==> src/rtl/reg_bank_arbiter.sv <==
// Round-robin arbiter giving requesters A and B one shared register-bank port, one outstanding read.
// Define REG_ARB_TIMEOUT_EN to add a read-return timeout (error return after TIMEOUT wait cycles).
module reg_bank_arbiter #(
  parameter int ADDR_WIDTH = 4,
  parameter int DATA_WIDTH = 32,
  parameter int TIMEOUT    = 15
) (
  input  logic                    S_AXI_ACLK,
  input  logic                    S_AXI_ARESETN,
  input  logic                    a_wr_en,
  input  logic [ADDR_WIDTH-1:0]   a_wr_addr,
  input  logic [DATA_WIDTH-1:0]   a_wr_data,
  input  logic [DATA_WIDTH/8-1:0] a_wr_strb,
  input  logic                    a_rd_en,
  input  logic [ADDR_WIDTH-1:0]   a_rd_addr,
  output logic [DATA_WIDTH-1:0]   a_rd_data,
  output logic                    a_rd_valid,
  output logic                    a_rd_err,
  output logic                    a_wr_pend,
  output logic                    a_rd_pend,
  output logic                    a_ovf,
  input  logic                    b_wr_en,
  input  logic [ADDR_WIDTH-1:0]   b_wr_addr,
  input  logic [DATA_WIDTH-1:0]   b_wr_data,
  input  logic [DATA_WIDTH/8-1:0] b_wr_strb,
  input  logic                    b_rd_en,
  input  logic [ADDR_WIDTH-1:0]   b_rd_addr,
  output logic [DATA_WIDTH-1:0]   b_rd_data,
  output logic                    b_rd_valid,
  output logic                    b_rd_err,
  output logic                    b_wr_pend,
  output logic                    b_rd_pend,
  output logic                    b_ovf,
  output logic                    m_wr_en,
  output logic [ADDR_WIDTH-1:0]   m_wr_addr,
  output logic [DATA_WIDTH-1:0]   m_wr_data,
  output logic [DATA_WIDTH/8-1:0] m_wr_strb,
  output logic                    m_rd_en,
  output logic [ADDR_WIDTH-1:0]   m_rd_addr,
  input  logic [DATA_WIDTH-1:0]   m_rd_data,
  input  logic                    m_rd_valid
);

  localparam int SW = DATA_WIDTH / 8;

  typedef enum logic {R_IDLE, R_WAIT} rd_state_t;

  // Index 0 is requester A, index 1 is requester B; pointer value 1 means B was granted last.
  function automatic logic [1:0] rr_pick(input logic [1:0] req, input logic last_b);
    logic [1:0] gnt;
    gnt = req;
    if (req == 2'b11) gnt = last_b ? 2'b01 : 2'b10;
    return gnt;
  endfunction

  logic [1:0]                 wr_req, rd_req;
  logic [1:0][ADDR_WIDTH-1:0] wr_addr_in, rd_addr_in;
  logic [1:0][DATA_WIDTH-1:0] wr_data_in;
  logic [1:0][SW-1:0]         wr_strb_in;

  assign wr_req     = {b_wr_en, a_wr_en};
  assign rd_req     = {b_rd_en, a_rd_en};
  assign wr_addr_in = {b_wr_addr, a_wr_addr};
  assign rd_addr_in = {b_rd_addr, a_rd_addr};
  assign wr_data_in = {b_wr_data, a_wr_data};
  assign wr_strb_in = {b_wr_strb, a_wr_strb};

  logic [1:0]                 wr_pend_q, wr_pend_d, rd_pend_q, rd_pend_d;
  logic [1:0][ADDR_WIDTH-1:0] wr_addr_q, wr_addr_d, rd_addr_q, rd_addr_d;
  logic [1:0][DATA_WIDTH-1:0] wr_data_q, wr_data_d;
  logic [1:0][SW-1:0]         wr_strb_q, wr_strb_d;
  logic [1:0]                 ovf_q, ovf_d;
  logic                       wr_last_q, wr_last_d, rd_last_q, rd_last_d;
  logic                       m_wr_en_q, m_wr_en_d, m_rd_en_q, m_rd_en_d;
  logic [ADDR_WIDTH-1:0]      m_wr_addr_q, m_wr_addr_d, m_rd_addr_q, m_rd_addr_d;
  logic [DATA_WIDTH-1:0]      m_wr_data_q, m_wr_data_d;
  logic [SW-1:0]              m_wr_strb_q, m_wr_strb_d;
  rd_state_t                  rd_state_q, rd_state_d;
  logic                       rd_owner_q, rd_owner_d;
  logic [1:0]                 rd_vld_q, rd_vld_d;
  logic [1:0][DATA_WIDTH-1:0] rd_data_q, rd_data_d;

  logic [1:0] wr_gnt, rd_gnt, rd_hazard, rd_elig;
  logic       rd_free, rd_timeout;

  // A read may not pass a write to the same address that is still queued or leaving this cycle.
  always_comb begin
    rd_hazard = '0;
    for (int i = 0; i < 2; i++) begin
      if (m_wr_en_q && (m_wr_addr_q == rd_addr_q[i])) rd_hazard[i] = 1'b1;
      for (int j = 0; j < 2; j++) begin
        if (wr_pend_q[j] && (wr_addr_q[j] == rd_addr_q[i])) rd_hazard[i] = 1'b1;
      end
    end
  end

  assign rd_elig = rd_pend_q & ~rd_hazard;
  // The cycle that completes a read may already launch the next one.
  assign rd_free = (rd_state_q == R_IDLE) || m_rd_valid || rd_timeout;
  assign wr_gnt  = rr_pick(wr_pend_q, wr_last_q);
  assign rd_gnt  = rd_free ? rr_pick(rd_elig, rd_last_q) : 2'b00;

  always_comb begin
    wr_pend_d   = wr_pend_q;
    wr_addr_d   = wr_addr_q;
    wr_data_d   = wr_data_q;
    wr_strb_d   = wr_strb_q;
    rd_pend_d   = rd_pend_q;
    rd_addr_d   = rd_addr_q;
    ovf_d       = ovf_q;
    wr_last_d   = wr_last_q;
    rd_last_d   = rd_last_q;
    m_wr_en_d   = 1'b0;
    m_wr_addr_d = m_wr_addr_q;
    m_wr_data_d = m_wr_data_q;
    m_wr_strb_d = m_wr_strb_q;
    m_rd_en_d   = 1'b0;
    m_rd_addr_d = m_rd_addr_q;
    rd_state_d  = rd_state_q;
    rd_owner_d  = rd_owner_q;
    rd_vld_d    = '0;
    rd_data_d   = rd_data_q;

    for (int i = 0; i < 2; i++) begin
      if (wr_gnt[i]) wr_pend_d[i] = 1'b0;
      if (wr_req[i]) begin
        if (!wr_pend_q[i] || wr_gnt[i]) begin
          wr_pend_d[i] = 1'b1;
          wr_addr_d[i] = wr_addr_in[i];
          wr_data_d[i] = wr_data_in[i];
          wr_strb_d[i] = wr_strb_in[i];
        end else begin
          ovf_d[i] = 1'b1;
        end
      end
      if (rd_gnt[i]) rd_pend_d[i] = 1'b0;
      if (rd_req[i]) begin
        if (!rd_pend_q[i] || rd_gnt[i]) begin
          rd_pend_d[i] = 1'b1;
          rd_addr_d[i] = rd_addr_in[i];
        end else begin
          ovf_d[i] = 1'b1;
        end
      end
    end

    if (|wr_gnt) begin
      m_wr_en_d   = 1'b1;
      m_wr_addr_d = wr_addr_q[wr_gnt[1]];
      m_wr_data_d = wr_data_q[wr_gnt[1]];
      m_wr_strb_d = wr_strb_q[wr_gnt[1]];
      wr_last_d   = wr_gnt[1];
    end

    case (rd_state_q)
      R_WAIT: begin
        if (m_rd_valid) begin
          rd_vld_d[rd_owner_q]  = 1'b1;
          rd_data_d[rd_owner_q] = m_rd_data;
          rd_state_d            = R_IDLE;
        end else if (rd_timeout) begin
          rd_vld_d[rd_owner_q]  = 1'b1;
          rd_data_d[rd_owner_q] = '0;
          rd_state_d            = R_IDLE;
        end
      end
      default: rd_state_d = rd_state_q;
    endcase

    if (|rd_gnt) begin
      m_rd_en_d   = 1'b1;
      m_rd_addr_d = rd_addr_q[rd_gnt[1]];
      rd_owner_d  = rd_gnt[1];
      rd_last_d   = rd_gnt[1];
      rd_state_d  = R_WAIT;
    end
  end

  always_ff @(posedge S_AXI_ACLK or negedge S_AXI_ARESETN) begin
    if (!S_AXI_ARESETN) begin
      wr_pend_q   <= '0;
      wr_addr_q   <= '0;
      wr_data_q   <= '0;
      wr_strb_q   <= '0;
      rd_pend_q   <= '0;
      rd_addr_q   <= '0;
      ovf_q       <= '0;
      wr_last_q   <= 1'b1;
      rd_last_q   <= 1'b1;
      m_wr_en_q   <= 1'b0;
      m_wr_addr_q <= '0;
      m_wr_data_q <= '0;
      m_wr_strb_q <= '0;
      m_rd_en_q   <= 1'b0;
      m_rd_addr_q <= '0;
      rd_state_q  <= R_IDLE;
      rd_owner_q  <= 1'b0;
      rd_vld_q    <= '0;
      rd_data_q   <= '0;
    end else begin
      wr_pend_q   <= wr_pend_d;
      wr_addr_q   <= wr_addr_d;
      wr_data_q   <= wr_data_d;
      wr_strb_q   <= wr_strb_d;
      rd_pend_q   <= rd_pend_d;
      rd_addr_q   <= rd_addr_d;
      ovf_q       <= ovf_d;
      wr_last_q   <= wr_last_d;
      rd_last_q   <= rd_last_d;
      m_wr_en_q   <= m_wr_en_d;
      m_wr_addr_q <= m_wr_addr_d;
      m_wr_data_q <= m_wr_data_d;
      m_wr_strb_q <= m_wr_strb_d;
      m_rd_en_q   <= m_rd_en_d;
      m_rd_addr_q <= m_rd_addr_d;
      rd_state_q  <= rd_state_d;
      rd_owner_q  <= rd_owner_d;
      rd_vld_q    <= rd_vld_d;
      rd_data_q   <= rd_data_d;
    end
  end

`ifdef REG_ARB_TIMEOUT_EN
  localparam int CNT_W = $clog2(TIMEOUT + 1);

  logic [CNT_W-1:0] to_cnt_q, to_cnt_d;
  logic [1:0]       rd_err_q, rd_err_d;

  // A bank return in the timeout cycle takes priority over the error return.
  assign rd_timeout = (rd_state_q == R_WAIT) && (to_cnt_q == CNT_W'(TIMEOUT));

  always_comb begin
    to_cnt_d = to_cnt_q;
    rd_err_d = '0;
    if (|rd_gnt) to_cnt_d = '0;
    else if ((rd_state_q == R_WAIT) && !rd_timeout) to_cnt_d = to_cnt_q + CNT_W'(1);
    if (rd_timeout && !m_rd_valid) rd_err_d[rd_owner_q] = 1'b1;
  end

  always_ff @(posedge S_AXI_ACLK or negedge S_AXI_ARESETN) begin
    if (!S_AXI_ARESETN) begin
      to_cnt_q <= '0;
      rd_err_q <= '0;
    end else begin
      to_cnt_q <= to_cnt_d;
      rd_err_q <= rd_err_d;
    end
  end

  assign a_rd_err = rd_err_q[0];
  assign b_rd_err = rd_err_q[1];
`else
  assign rd_timeout = 1'b0;
  assign a_rd_err   = 1'b0;
  assign b_rd_err   = 1'b0;
`endif

  assign a_wr_pend  = wr_pend_q[0];
  assign b_wr_pend  = wr_pend_q[1];
  assign a_rd_pend  = rd_pend_q[0];
  assign b_rd_pend  = rd_pend_q[1];
  assign a_ovf      = ovf_q[0];
  assign b_ovf      = ovf_q[1];
  assign a_rd_valid = rd_vld_q[0];
  assign b_rd_valid = rd_vld_q[1];
  assign a_rd_data  = rd_data_q[0];
  assign b_rd_data  = rd_data_q[1];
  assign m_wr_en    = m_wr_en_q;
  assign m_wr_addr  = m_wr_addr_q;
  assign m_wr_data  = m_wr_data_q;
  assign m_wr_strb  = m_wr_strb_q;
  assign m_rd_en    = m_rd_en_q;
  assign m_rd_addr  = m_rd_addr_q;

endmodule

==> config.mk <==
export PLATFORM = sky130hd
export DESIGN_NAME = reg_bank_arbiter
export DESIGN_NICKNAME = d
export VERILOG_FILES = /design/src/rtl/reg_bank_arbiter.sv
export SDC_FILE = /design/constraint.sdc
export NUM_CORES = 1
export LEC_CHECK = 0
export CORE_MARGIN = 1.5
export CORE_UTILIZATION = 50
export CTS_CLUSTER_SIZE = 14
export DETAILED_ROUTE_END_ITERATION = 6
export PLACE_DENSITY_LB_ADDON = 0.12
export SLEW_MARGIN = 20
export SYNTH_ARGS = -nofsm -noshare
export SYNTH_HDL_FRONTEND = slang
export SYNTH_SLANG_ARGS = --single-unit
==> constraint.sdc <==
create_clock -name S_AXI_ACLK -period 4.65 [get_ports S_AXI_ACLK]
set_clock_uncertainty 0.1 [all_clocks]
set_input_delay 1.395 -clock S_AXI_ACLK [delete_from_list [all_inputs] [get_ports S_AXI_ACLK]]
set_output_delay 1.395 -clock S_AXI_ACLK [all_outputs]
set_load 0.02 [all_outputs]
==> results.md <==
* Run status: finished clean
* WL met1 at 8270 um
* Slew Limit Fails at 0
* End point of the most critical hold path: m_wr_data[10]
* Slew of the pin with the lowest slew margin at 1080 ps
* Max Buffers Root-to-Sink at 3
* Highest attainable clock frequency at 313 MHz
* Worst path arrival time at 1700 ps
* Crit path cell chain: clkdlybuf4s50_1
* Met3 wirelength from detailed routing at 1730 um
* Most frequently used flop master after synthesis: dfrtp_1
* Count of clock tree sinks at 210
* Number of distinct library cells after synthesis at 45
* Boundary Pins at 247
* Quantity of hold-fixing buffers added after cts at 0
* Maximum number of pins on one net before global-route repair at 101
* Xor/xnor cell area share of the yosys netlist at 0.0249
* Fillers at 1153
* Number of max-cap violations at 0
* Hold wc startpoint: wr_data_q[10]
* Placeable core area at 16500 sq um
* Initial antenna violation count at 0
* Ranking of synthesized cells by area: dfrtp_1, mux2_2, nand2_1
* Post-synth top area cell: dfrtp_1
* Critical path endpoint category: output pin
* Fraction of final layout cells with drive strength greater than 1 at 0.192
* Share of synthesized registers carrying an async set or reset at 1.00
* Power density of the placed cells at 700 nW/um^2
* Sequential fraction of the synthesis area at 0.624
* Post-Syn Instances at 686
* Synth Area in Adders at 0
* Die span in y at 133 um
* Destination of the worst register-to-register timing path: m_wr_addr[2]
* Buf/Inv on CP at 1
* Total routing resource utilization after global routing at 0.244
* Combinational family with the most area after synthesis: multiplexers
* Width of the die at 133 um
* Cts bufs inserted at 22
* Total grt overflow at 0
* Count of synthesis-stage warnings from yosys at 0
* DRC viols at 0
* Last weighted congestion value of the routability-driven placer at 0.929
* Via count of the first global-routing pass at 6517
* Worst slew margin at 0.281
* Area fraction in and, or, nand and nor cells after synthesis at 0.113
* CTS H-tree depth at 1
* Area growth from synthesis to final layout at 40.4%
* Final total power at 0.00828 W
* Maximum net fanout on the critical path at 9
* Clk Latency, worst-skew pair at 500 ps
* Worst IR drop on VDD at 0.391 mV
* Setup Fix Bufs, Post-CTS at 0
* Number of violations reported at the end of detailed-routing iteration 0 at 324
* Highest metal used: met4
* TritonCTS clock tree: built
* Setup tns final at 0 ps
* Hold Violations, Final at 0
* Area fraction in compound gates after synthesis at 0.0525
* Initial standard-cell utilization of the core at 0.510
* Total half-perimeter wirelength after legalization and detailed placement at 14600 um
* Total die area at 17600 sq um
* Largest stage delay on the critical path at 670 ps
* Total number of vias at 6103
* Type of the worst min-delay path: flip-flop to flip-flop
* Critical path class: flip-flop to output pin
* Sum of routed wire length over all layers at 21300 um
* Average via count per standard cell at 5.26
* Routed length per instance at 18.4 um
* Synthesized flop and latch total at 210
* Clock transition time at the flip-flop clock pins of the worst setup and hold paths at 60 ps
* Clock root buffer: clkbuf_16
* Setup slack of the most critical reg-to-reg path at 1960 ps
* Static Leakage at 5.26 nW
* Resized Gates After CTS at 0
* Mux cell area share after synthesis at 0.162
* Hold Crit Depth at 2
* Critical Path Slowest Stage Cell: clkdlybuf4s50_1
* First-pass GRT wire length at 34300 um
* Final-stage net count at 1053
* Top cell family by delay on the critical path: buffers and inverters
* Routed met2 length at 10700 um
* EDFF count, synth at 0
* Number of diodes at 0
* Total iterations of the first detailed-routing run at 7
* Average cell area after synthesis at 12.3 sq um
* Startpoint type of the worst setup path: flip-flop
* Startpoint of the worst-slack reg-to-reg timing path: wr_pend_q[1]
* Count of endpoints failing setup in the final report at 0
* Post-route antenna net violation count at 0
* Area fraction of the dominant cell type after synthesis at 0.617
* Number of I/O port buffers at 244
* Number of rows in the core area at 47
* Mapped cell area at 8430 sq um
* RSZ-0062 raised after global routing: no
* CP Data Required Time at 3150 ps
* Worst-case reg-to-reg path depth at 5
* Final period demand of the worst path at 3200 ps
* Final clock period utilization by the worst path at 0.688
-- state kept, by name, indices dropped and copies added, names as in the netlist --
| register | count |
|---|---|
| wr_data_q | 64 |
| rd_addr_q | 8 |
| m_wr_data | 32 |
| m_wr_strb | 4 |
| rd_pend_q | 2 |
| rd_owner_q | 1 |
| a_rd_data | 32 |
| m_rd_addr | 4 |
| ovf_q | 2 |
| wr_pend_q | 2 |
| wr_strb_q | 8 |
| m_rd_en | 1 |
| m_wr_en | 1 |
| rd_state_q | 1 |
| rd_last_q | 1 |
| wr_addr_q | 8 |
| wr_last_q | 1 |
| rd_vld_q | 2 |
| m_wr_addr | 4 |
| b_rd_data | 32 |
-- through the flow --
stage                     hold WS [ps]  instances   util  worst slack [ps]  area (sq um)
final                              360       1161  0.717              1450         11800
after CTS                          368       1161  0.717              1420         11800
after global placement             351       1122  0.671              1350         11100
after floorplan                    340        687      -              1950          8430
after detailed placement           355       1122  0.671              1270         11100
after global routing               397       1161  0.717              1380         11800
-- layout by cell type (no fill, tap or decap), types with 9 or more instances in the layout --
cell type        instances
clkdlybuf4s50_1        243
xor2_1                   9
dfrtp_1                208
nand2_1                187
xnor2_1                 15
clkbuf_8                 9
a22oi_1                 40
clkbuf_16               23
mux2_2                 116
inv_1                   10
-- worst reg2reg max path, delay by kind of cell, from the launching register on --
family / cells / cell delay (ps)
flops: 1 / 530
simple gates: 5 / 2000
-- metal layers --
metal  global-route usage  up-vias
met3               0.0667       51
met5                    0        -
li1                     -     2798
met2                0.419      245
met4               0.0818        0
met1                0.300     3009
-- final cells by class --
cell class / instances / area, sq um / area share
Clock buffer: 33 / 693 / 0.0585
Clock inverter: 6 / 55.1 / 0.00465
Inverter: 10 / 37.5 / 0.00317
Multi-Input combinational cell: 430 / 3000 / 0.254
Sequential cell: 210 / 5260 / 0.444
Tap cell: 220 / 275 / 0.0232
Timing Repair Buffer: 252 / 2520 / 0.213
-- logic make-up (layout without fill, tap and decap cells) --
kind of cell,count (synthesis),after routing
buffers and inverters,47,301
XOR/XNOR,24,24
flip-flops,210,210
other,1,2
AND/OR/NAND/NOR,227,227
AO/OA/AOI/OAI,57,57
multiplexers,120,120
-- where the power goes --
group / internal [W] / switching (W) / leakage [nW] / total [W]
combinational: 0.00171 / 0.00172 / 2.41 / 0.00342
sequential: 0.00257 / 0.000519 / 2.47 / 0.00308
clock: 0.00108 / 0.000696 / 0.377 / 0.00178
total: 0.00535 / 0.00293 / 5.26 / 0.00828
-- cells in the mapped netlist (4+ instances only) --
master	count
mux2_4	4
xnor2_1	15
nand2_1	189
nor3_1	5
xor2_1	9
mux2_2	116
a22oi_1	40
nor2_1	6
a211oi_1	4
nor3b_1	4
dfrtp_1	208
nand3_1	7
inv_1	10
clkbuf_1	30
-- how the worst max path moves through the flow --
| stage | startpoint | end | slack, ps | cells after the start |
|---|---|---|---|---|
| 3_3_place_gp | m_rd_valid | rd_addr_q[2] | 1350 | 6 |
| 6_report | wr_pend_q[1] | b_wr_pend | 1450 | 1 |
| 2_1_floorplan | m_rd_valid | rd_addr_q[0] | 1950 | 5 |
| 4_1_cts | wr_pend_q[1] | b_wr_pend | 1420 | 1 |
| 5_1_grt | wr_pend_q[1] | b_wr_pend | 1380 | 1 |
| 3_5_place_dp | m_rd_valid | rd_addr_q[1] | 1270 | 6 |
Note: power is estimated with default switching activity, not from simulation.
